[src/rtl/id_ex_stage_reg_if.sv]
// ID-side decoded instruction, EX-side registered copy and the IF/ID stall request.
interface id_ex_stage_reg_if #(
  parameter int XLEN   = 32,
  parameter int RA_W   = 5,
  parameter int ALUC_W = 4
);
  logic              validD;
  logic [RA_W-1:0]   rs1D, rs2D, rdD;
  logic              regwriteD, isloadD, memwriteD, alusrcD;
  logic [ALUC_W-1:0] alucontrolD;
  logic [XLEN-1:0]   rd1D, rd2D, immD, pcD;
  logic              flushE;

  logic              validE;
  logic [RA_W-1:0]   rs1E, rs2E, rdE;
  logic              regwriteE, isloadE, memwriteE, alusrcE;
  logic [ALUC_W-1:0] alucontrolE;
  logic [XLEN-1:0]   rd1E, rd2E, immE, pcE;
  logic              stallF, stallD;

  modport master (
    output validD, rs1D, rs2D, rdD, regwriteD, isloadD, memwriteD, alusrcD,
           alucontrolD, rd1D, rd2D, immD, pcD, flushE,
    input  validE, rs1E, rs2E, rdE, regwriteE, isloadE, memwriteE, alusrcE,
           alucontrolE, rd1E, rd2E, immE, pcE, stallF, stallD
  );

  modport slave (
    input  validD, rs1D, rs2D, rdD, regwriteD, isloadD, memwriteD, alusrcD,
           alucontrolD, rd1D, rd2D, immD, pcD, flushE,
    output validE, rs1E, rs2E, rdE, regwriteE, isloadE, memwriteE, alusrcE,
           alucontrolE, rd1E, rd2E, immE, pcE, stallF, stallD
  );
endinterface

[src/rtl/id_ex_stage_reg.sv]
// ID/EX register, 1-cycle D->E; stalls IF/ID with bubbles while a load producing a source is in EX or MEM.
// Optional stall/bubble saturating counters under IDEX_STALL_CNT_EN.
module id_ex_stage_reg #(
  parameter int XLEN   = 32,
  parameter int RA_W   = 5,
  parameter int ALUC_W = 4
) (
  input logic              clk,
  input logic              rst,
  id_ex_stage_reg_if.slave bus
`ifdef IDEX_STALL_CNT_EN
  ,
  output logic [31:0]      stall_cnt,
  output logic [31:0]      bubble_cnt
`endif
);

  logic            ldM_v;
  logic [RA_W-1:0] ldM_rd;
  logic            hitE, hitM, stall, bubble;

  always_comb begin
    hitE = bus.validD & bus.validE & bus.isloadE & bus.regwriteE & (bus.rdE != '0) &
           ((bus.rdE == bus.rs1D) | (bus.rdE == bus.rs2D));
    hitM = bus.validD & ldM_v & (ldM_rd != '0) &
           ((ldM_rd == bus.rs1D) | (ldM_rd == bus.rs2D));
    // A taken branch must never be blocked behind a hazard it is about to squash.
    stall  = (hitE | hitM) & ~bus.flushE;
    bubble = bus.flushE | stall | ~bus.validD;
  end

  assign bus.stallF = stall;
  assign bus.stallD = stall;

  always_ff @(posedge clk or negedge rst) begin
    if (!rst) begin
      ldM_v           <= 1'b0;
      ldM_rd          <= '0;
      bus.validE      <= 1'b0;
      bus.rs1E        <= '0;
      bus.rs2E        <= '0;
      bus.rdE         <= '0;
      bus.regwriteE   <= 1'b0;
      bus.isloadE     <= 1'b0;
      bus.memwriteE   <= 1'b0;
      bus.alusrcE     <= 1'b0;
      bus.alucontrolE <= '0;
      bus.rd1E        <= '0;
      bus.rd2E        <= '0;
      bus.immE        <= '0;
      bus.pcE         <= '0;
    end else begin
      ldM_v  <= bus.validE & bus.isloadE & bus.regwriteE;
      ldM_rd <= bus.rdE;
      if (bubble) begin
        bus.validE      <= 1'b0;
        bus.rs1E        <= '0;
        bus.rs2E        <= '0;
        bus.rdE         <= '0;
        bus.regwriteE   <= 1'b0;
        bus.isloadE     <= 1'b0;
        bus.memwriteE   <= 1'b0;
        bus.alusrcE     <= 1'b0;
        bus.alucontrolE <= '0;
        bus.rd1E        <= '0;
        bus.rd2E        <= '0;
        bus.immE        <= '0;
        bus.pcE         <= '0;
      end else begin
        bus.validE      <= 1'b1;
        bus.rs1E        <= bus.rs1D;
        bus.rs2E        <= bus.rs2D;
        bus.rdE         <= bus.rdD;
        bus.regwriteE   <= bus.regwriteD;
        bus.isloadE     <= bus.isloadD;
        bus.memwriteE   <= bus.memwriteD;
        bus.alusrcE     <= bus.alusrcD;
        bus.alucontrolE <= bus.alucontrolD;
        bus.rd1E        <= bus.rd1D;
        bus.rd2E        <= bus.rd2D;
        bus.immE        <= bus.immD;
        bus.pcE         <= bus.pcD;
      end
    end
  end

`ifdef IDEX_STALL_CNT_EN
  always_ff @(posedge clk or negedge rst) begin
    if (!rst) begin
      stall_cnt  <= '0;
      bubble_cnt <= '0;
    end else begin
      if (stall && (stall_cnt != '1))
        stall_cnt <= stall_cnt + 32'd1;
      if ((stall | bus.flushE) && (bubble_cnt != '1))
        bubble_cnt <= bubble_cnt + 32'd1;
    end
  end
`else
  // No counter state in this build.
`endif

endmodule

[src/flat_wrapper.sv]
// flat-port wrapper written by rule: the top's interface ports become plain ports
module id_ex_stage_reg_flat 
#(
  parameter int XLEN   = 32,
  parameter int RA_W   = 5,
  parameter int ALUC_W = 4
)
  (clk, rst, bus_validD, bus_rs1D, bus_rs2D, bus_rdD, bus_regwriteD, bus_isloadD, bus_memwriteD, bus_alusrcD, bus_alucontrolD, bus_rd1D, bus_rd2D, bus_immD, bus_pcD, bus_flushE, bus_validE, bus_rs1E, bus_rs2E, bus_rdE, bus_regwriteE, bus_isloadE, bus_memwriteE, bus_alusrcE, bus_alucontrolE, bus_rd1E, bus_rd2E, bus_immE, bus_pcE, bus_stallF, bus_stallD);
  id_ex_stage_reg_if #(.XLEN(XLEN), .RA_W(RA_W), .ALUC_W(ALUC_W)) bus_i ();
  input logic clk;
  input logic rst;
  input wire logic [$bits(bus_i.validD)-1:0] bus_validD;
  input wire logic [$bits(bus_i.rs1D)-1:0] bus_rs1D;
  input wire logic [$bits(bus_i.rs2D)-1:0] bus_rs2D;
  input wire logic [$bits(bus_i.rdD)-1:0] bus_rdD;
  input wire logic [$bits(bus_i.regwriteD)-1:0] bus_regwriteD;
  input wire logic [$bits(bus_i.isloadD)-1:0] bus_isloadD;
  input wire logic [$bits(bus_i.memwriteD)-1:0] bus_memwriteD;
  input wire logic [$bits(bus_i.alusrcD)-1:0] bus_alusrcD;
  input wire logic [$bits(bus_i.alucontrolD)-1:0] bus_alucontrolD;
  input wire logic [$bits(bus_i.rd1D)-1:0] bus_rd1D;
  input wire logic [$bits(bus_i.rd2D)-1:0] bus_rd2D;
  input wire logic [$bits(bus_i.immD)-1:0] bus_immD;
  input wire logic [$bits(bus_i.pcD)-1:0] bus_pcD;
  input wire logic [$bits(bus_i.flushE)-1:0] bus_flushE;
  output wire logic [$bits(bus_i.validE)-1:0] bus_validE;
  output wire logic [$bits(bus_i.rs1E)-1:0] bus_rs1E;
  output wire logic [$bits(bus_i.rs2E)-1:0] bus_rs2E;
  output wire logic [$bits(bus_i.rdE)-1:0] bus_rdE;
  output wire logic [$bits(bus_i.regwriteE)-1:0] bus_regwriteE;
  output wire logic [$bits(bus_i.isloadE)-1:0] bus_isloadE;
  output wire logic [$bits(bus_i.memwriteE)-1:0] bus_memwriteE;
  output wire logic [$bits(bus_i.alusrcE)-1:0] bus_alusrcE;
  output wire logic [$bits(bus_i.alucontrolE)-1:0] bus_alucontrolE;
  output wire logic [$bits(bus_i.rd1E)-1:0] bus_rd1E;
  output wire logic [$bits(bus_i.rd2E)-1:0] bus_rd2E;
  output wire logic [$bits(bus_i.immE)-1:0] bus_immE;
  output wire logic [$bits(bus_i.pcE)-1:0] bus_pcE;
  output wire logic [$bits(bus_i.stallF)-1:0] bus_stallF;
  output wire logic [$bits(bus_i.stallD)-1:0] bus_stallD;
  assign bus_i.validD = bus_validD;
  assign bus_i.rs1D = bus_rs1D;
  assign bus_i.rs2D = bus_rs2D;
  assign bus_i.rdD = bus_rdD;
  assign bus_i.regwriteD = bus_regwriteD;
  assign bus_i.isloadD = bus_isloadD;
  assign bus_i.memwriteD = bus_memwriteD;
  assign bus_i.alusrcD = bus_alusrcD;
  assign bus_i.alucontrolD = bus_alucontrolD;
  assign bus_i.rd1D = bus_rd1D;
  assign bus_i.rd2D = bus_rd2D;
  assign bus_i.immD = bus_immD;
  assign bus_i.pcD = bus_pcD;
  assign bus_i.flushE = bus_flushE;
  assign bus_validE = bus_i.validE;
  assign bus_rs1E = bus_i.rs1E;
  assign bus_rs2E = bus_i.rs2E;
  assign bus_rdE = bus_i.rdE;
  assign bus_regwriteE = bus_i.regwriteE;
  assign bus_isloadE = bus_i.isloadE;
  assign bus_memwriteE = bus_i.memwriteE;
  assign bus_alusrcE = bus_i.alusrcE;
  assign bus_alucontrolE = bus_i.alucontrolE;
  assign bus_rd1E = bus_i.rd1E;
  assign bus_rd2E = bus_i.rd2E;
  assign bus_immE = bus_i.immE;
  assign bus_pcE = bus_i.pcE;
  assign bus_stallF = bus_i.stallF;
  assign bus_stallD = bus_i.stallD;
  id_ex_stage_reg #(.XLEN(XLEN), .RA_W(RA_W), .ALUC_W(ALUC_W)) u_core (.clk(clk), .rst(rst), .bus(bus_i));
endmodule
[config.mk]
export PLATFORM = sky130hd
export DESIGN_NAME = id_ex_stage_reg_flat
export DESIGN_NICKNAME = d
export VERILOG_FILES = /design/src/rtl/id_ex_stage_reg_if.sv /design/src/rtl/id_ex_stage_reg.sv /design/src/flat_wrapper.sv
export SDC_FILE = /design/constraint.sdc
export NUM_CORES = 1
export LEC_CHECK = 0
export CAP_MARGIN = 20
export CORE_MARGIN = 3
export CORE_UTILIZATION = 34
export CTS_CLUSTER_DIAMETER = 200
export CTS_CLUSTER_SIZE = 20
export DETAILED_ROUTE_END_ITERATION = 7
export GPL_TIMING_DRIVEN = 1
export PLACE_DENSITY_LB_ADDON = 0.3
export SLEW_MARGIN = 20
export SYNTH_ARGS = -nofsm -noshare
export SYNTH_HDL_FRONTEND = slang
export SYNTH_SLANG_ARGS = --single-unit
[constraint.sdc]
create_clock -name clk -period 1.9 [get_ports clk]
set_input_delay 0.285 -clock clk [delete_from_list [all_inputs] [get_ports clk]]
set_output_delay 0.285 -clock clk [all_outputs]
set_load 0.05 [all_outputs]
# Word-level counts from Yosys, hierarchy flattened
# Index checks and enable logic that the tools add are counted.
[word_totals]
mem_bits_ro = 0
out_inout_bits = 154
elab_cells = 52
regBits = 158
ramBits = 0
latch_bits = 0
inputBits = 155
n_memories = 0
[op_classes]
addsub = 0
shift = 0
n_bitwise = 18
n_mux = 13
reduce_logical = 2
magnitude_cmp = 0
div = 0
n_eq_ne = 4
n_mul = 0
[op_table]
columns = ["cell", "count"]
rows = [
  ["$mux 32", 4],
  ["$eq 5x5->1", 4],
  ["$mux 5", 3],
  ["$and 1x1->1", 11],
  ["$reduce_bool 5->1", 2],
  ["$mux 1", 5],
  ["$or 1x1->1", 5],
  ["$mux 4", 1],
  ["$not 1->1", 2],
]

# Logic depth before layout (Yosys ltp)
[logic_depth]
word_depth = 10
mapped_depth = 7
ltp_nobuf = 5

# Worst setup path before layout
# Ideal clock, no wire load.
[synth_path]
kind = "register to output"
startpoint = "register u_core.bus.rdE[4]"
endpoint = "output bus_stallF"
path_stages_with_launch = 7
arrival_time_ns = 2.369
required_ns = 1.615
path_slack_ns = -0.754
path_buffers = 1
path_cell_list = "dfrtp_1 -> xnor2_1 -> nand3_1 -> o22ai_1 -> a22oi_1 -> nor2_1 -> buf_4"
[synth_via]
elab_chain_len = 5
elab_cells_between_ends = 8
cone_classes = "eq/ne: 2; bitwise: 5; reduce/logical: 1"
[synth_rtl]
columns = ["item", "line", "rtl"]
rows = [
  ["start: declaration", "id_ex_stage_reg_if.sv:31", "output validE, rs1E, rs2E, rdE, regwriteE, isloadE, memwriteE, alusrcE,"],
  ["start signal: assignment", "id_ex_stage_reg.sv:73", "bus.rdE <= bus.rdD;"],
  ["$eq 5x5->1 or $reduce_bool 5->1 (tied branches)", "id_ex_stage_reg.sv:24, id_ex_stage_reg.sv:23", ""],
  ["$or 1x1->1 or $and 1x1->1 (tied branches)", "id_ex_stage_reg.sv:24, id_ex_stage_reg.sv:23", ""],
  ["$and 1x1->1 (*)", "id_ex_stage_reg.sv:23", "hitE = bus.validD & bus.validE & bus.isloadE & bus.regwriteE & (bus.rdE != '0) &"],
  ["$or 1x1->1 (*)", "id_ex_stage_reg.sv:28", "stall = (hitE | hitM) & ~bus.flushE;"],
  ["$and 1x1->1 (*)", "id_ex_stage_reg.sv:28", ""],
  ["end: declaration", "flat_wrapper.sv:39", "output wire logic [$bits(bus_i.stallF)-1:0] bus_stallF;"],
]
# Every way passes the cells marked *; elsewhere a longest branch is shown, timed or not.

# Worst setup path after layout
[layout_path]
startpoint = "register u_core.bus.rdE[0]"
endpoint = "register u_core.bus.rd2E[27] (netlist bit)"
[layout_via]
elab_chain_len = 8
elab_cells_between_ends = 11
cone_classes = "eq/ne: 2; mux: 1; bitwise: 7; reduce/logical: 1"
[layout_rtl]
columns = ["item", "line", "rtl"]
rows = [
  ["$eq 5x5->1 or $reduce_bool 5->1 (tied branches)", "id_ex_stage_reg.sv:24, id_ex_stage_reg.sv:23", ""],
  ["$or 1x1->1 or $and 1x1->1 (tied branches)", "id_ex_stage_reg.sv:24, id_ex_stage_reg.sv:23", ""],
  ["$and 1x1->1 (*)", "id_ex_stage_reg.sv:23", ""],
  ["$or 1x1->1 (*)", "id_ex_stage_reg.sv:28", ""],
  ["$and 1x1->1 (*)", "id_ex_stage_reg.sv:28", ""],
  ["$or 1x1->1 (*) (2 in series)", "id_ex_stage_reg.sv:29", "bubble = bus.flushE | stall | ~bus.validD;"],
  ["$mux 32 (*)", "id_ex_stage_reg.sv:55", "if (bubble) begin"],
  ["end signal: assignment", "id_ex_stage_reg.sv:80", "bus.rd2E <= bus.rd2D;"],
  ["end: declaration", "id_ex_stage_reg_if.sv:32", "alucontrolE, rd1E, rd2E, immE, pcE, stallF, stallD"],
]
# Marks and branches as above.

==> impl_metrics.env <==
export IMPL_rsz0062_at_grt="yes"
export IMPL_start_util=0.356
export IMPL_wl_per_cell_microns=19.4
export IMPL_critPathLaunch="u_core.bus.rdE[0]"
export IMPL_synth_fp_nets=520
export IMPL_root_buffer="clkbuf_16"
export IMPL_detail_route_antenna_nets=0
export IMPL_worst_r2r_cell_count=9
export IMPL_worstSetupStartpointType="flop"
export IMPL_ys_seq_area_frac=0.747
export IMPL_final_nets=871
export IMPL_cp_end_kind="flop"
export IMPL_finalPower_mw=8.66
export IMPL_grt_max_degree=48
export IMPL_dp_slack_ns=-0.324
export IMPL_r2r_slack_ns=-0.40
export IMPL_power_density_nw_per_um2=871
export IMPL_die_area_sq_um=17100
export IMPL_ios=309
export IMPL_max_freq_mhz=435
export IMPL_outcome="finished with violations"
export IMPL_fin_crit_sh=1.21
export IMPL_gp_congestion=0.853
export IMPL_insertedDiodeCount=0
export IMPL_ys_ff_latch=158
export IMPL_crit_fanout=6
export IMPL_violations="setup timing"
export IMPL_slowest_delay_ns=0.51
export IMPL_syn_area_sq_um=5290
export IMPL_cts_sinks=158
export IMPL_antenna_found_initial=0
export IMPL_worstMarginPinSlew_ns=0.547
export IMPL_dp_hpwl_microns=11200
export IMPL_critPathRequiredTime_ns=2.25
export IMPL_path_buf_inv=5
export IMPL_layout_common_cells="clkdlybuf4s50_1 (288), dfrtp_1 (153), and2_1 (129)"
export IMPL_ys_types=20
export IMPL_min_path_type="primary input to asynchronous set/reset pin"
export IMPL_cts_made_buffers=17
export IMPL_grt_ovfl_total=0
export IMPL_p_int_mw=6.51
export IMPL_worstSetupPathType="flop to flop"
export IMPL_relSlewSlack=0.635
export IMPL_grt_pass1_wl_microns=24400
export IMPL_p_switching_mw=2.15
export IMPL_syn_avg_cell_area_sq_um=14.5
export IMPL_vias_per_cell=4.40
export IMPL_detail_route_first_pass_iterations=4
export IMPL_clock_path_buffers=2
export IMPL_cp_top_family="buffers and inverters"
export IMPL_skew_ns=0.00891
export IMPL_crit_chain="or4_1, o211a_1, buf_4, a221oi_4, buf_12, buf_8, buf_6, buf_16, and2_4"
export IMPL_die_width_microns=131
export IMPL_final_common_cell="clkdlybuf4s50_1"
export IMPL_period_minus_slack_ns=2.30
export IMPL_tns_ns=-53.41
export IMPL_route_vias_total=4014
export IMPL_drv_cap=0
export IMPL_r2r_end="u_core.bus.rd2E[27]"
export IMPL_syn2layout_area_growth_pct=87.8
export IMPL_cpMaxStageDelayCell="or4_1"
export IMPL_hold_viol_final=0
export IMPL_worstPathArrival_ns=2.65
export IMPL_die_h_microns=131
export IMPL_switching_share=0.248
export IMPL_grt_pass1_vias=4314
export IMPL_cts_tree="done"
export IMPL_drtIter0Drc=162
export IMPL_layout_drive_gt1_share=0.154
export IMPL_path_clk_slew_ns=0.06
export IMPL_clk_latency_ns=0.41
export IMPL_crit_end="u_core.bus.rd2E[27]"
export IMPL_yosysWarnings=0
export IMPL_htree_levels=4
export IMPL_seqPwrFrac=0.408
export IMPL_maxSlewViolCount=0
export IMPL_finalWirelength_microns=17700
export IMPL_setup_viol=154
export IMPL_power_leakage_nw=4.58
export IMPL_pwr_share_clk=0.419
export IMPL_worstReg2RegStart="u_core.bus.rdE[0]"
export IMPL_cp_depth=9
export IMPL_fp_coreArea_sq_um=14900
export IMPL_grt_use_total=0.193
export IMPL_rows=44
export IMPL_vdd_drop_max_mv=0.539
export IMPL_setup_ws_ns=-0.398
export IMPL_drc_errors=0
export IMPL_port_buffers=308
export IMPL_netlist_instances=365
export IMPL_p_comb_frac=0.173
-- cells by family (layout without fill, tap and decap cells) --
| logic type | count (synthesis) | count (layout) | synth area share |
|---|---|---|---|
| simple gates | 164 | 164 | 0.191 |
| flops | 158 | 158 | 0.747 |
| xor+xnor | 20 | 20 | 0.0331 |
| buf+inv | 17 | 380 | 0.0163 |
| compound gates | 6 | 6 | 0.0125 |
-- sequential cells by signal (all words and copies together) (netlist names) --
signal,count
u_core.bus.alucontrolE,4
u_core.bus.alusrcE,1
u_core.bus.immE,32
u_core.bus.isloadE,1
u_core.bus.memwriteE,1
u_core.bus.pcE,32
u_core.bus.rd1E,32
u_core.bus.rd2E,32
u_core.bus.rdE,5
u_core.bus.regwriteE,1
u_core.bus.rs1E,5
u_core.bus.rs2E,5
u_core.bus.validE,1
u_core.ldM_rd,5
u_core.ldM_v,1
-- Yosys cell counts (all sizes together) --
library cell	n	area [sq um]
dfrtp	158	3950
and2	151	945
xnor2	20	175
clkbuf	14	62.6
nand2	4	15.0
nand3	4	20.0
buf	3	23.8
o22ai	2	12.5
a221oi	1	26.3
a22oi	1	7.51
and3	1	6.26
nand2b	1	6.26
nor2	1	3.75
o211a	1	10.0
o311a	1	10.0
or3	1	6.26
or4	1	7.51
-- per-layer routing --
layer	track usage	wire, microns
met1	0.219	6550
met2	0.337	9300
met3	0.0667	1530
met4	0.0678	291
met5	0	0
-- repair_timing --
item,in CTS,in global routing
gates cloned,8,8
hold endpoints to repair,43,0
pin swaps,1,3
setup buffers,11,3
endpoints found under the setup margin,157,159
gates resized for setup,20,32
hold buffers,1,0
-- power by group through the flow --
stage | Sequential, mW | Combinational (mW) | Clock (mW)
6_report | 3.53 | 1.50 | 3.62
5_1_grt | 3.54 | 1.58 | 3.83
4_1_cts | 3.53 | 1.47 | 3.69
3_5_place_dp | 3.59 | 1.34 | 0
3_3_place_gp | 3.59 | 1.32 | 0
2_1_floorplan | 4.05 | 0.161 | 0
-- metrics by stage --
| step | hold slack [ns] | instance area (sq um) | cells | util |
|---|---|---|---|---|
| floorplan | -0.0106 | 5310 | 365 | - |
| global placement | 0.256 | 8700 | 854 | 0.586 |
| detailed placement | 0.264 | 8700 | 854 | 0.586 |
| CTS | 0.385 | 9750 | 905 | 0.656 |
| global route | 0.412 | 9940 | 912 | 0.669 |
| finish | 0.390 | 9940 | 912 | 0.669 |
-- area by class of cell --
class / instances / area [sq um]
Clock buffer: 22 / 474
Clock inverter: 9 / 158
Fill cell: 1062 / 4920
Multi-Input combinational cell: 190 / 1330
Sequential cell: 158 / 3960
Tap cell: 184 / 230
Timing Repair Buffer: 349 / 3790
-- worst min-delay path by stage --
stage               startpoint                   endpoint  slack, ns  cells past startpoint
floorplan                  rst  u_core.bus.alucontrolE[0]      -0.01                      0
global placement           rst  u_core.bus.alucontrolE[2]       0.26                      1
detailed placement         rst  u_core.bus.alucontrolE[2]       0.26                      1
CTS                        rst         u_core.bus.rs1E[4]       0.38                      2
global route        bus_pcD[8]          u_core.bus.pcE[8]       0.41                      2
finish                     rst         u_core.bus.rd1E[3]       0.39                      2
Power figures use the tool's default switching activity.
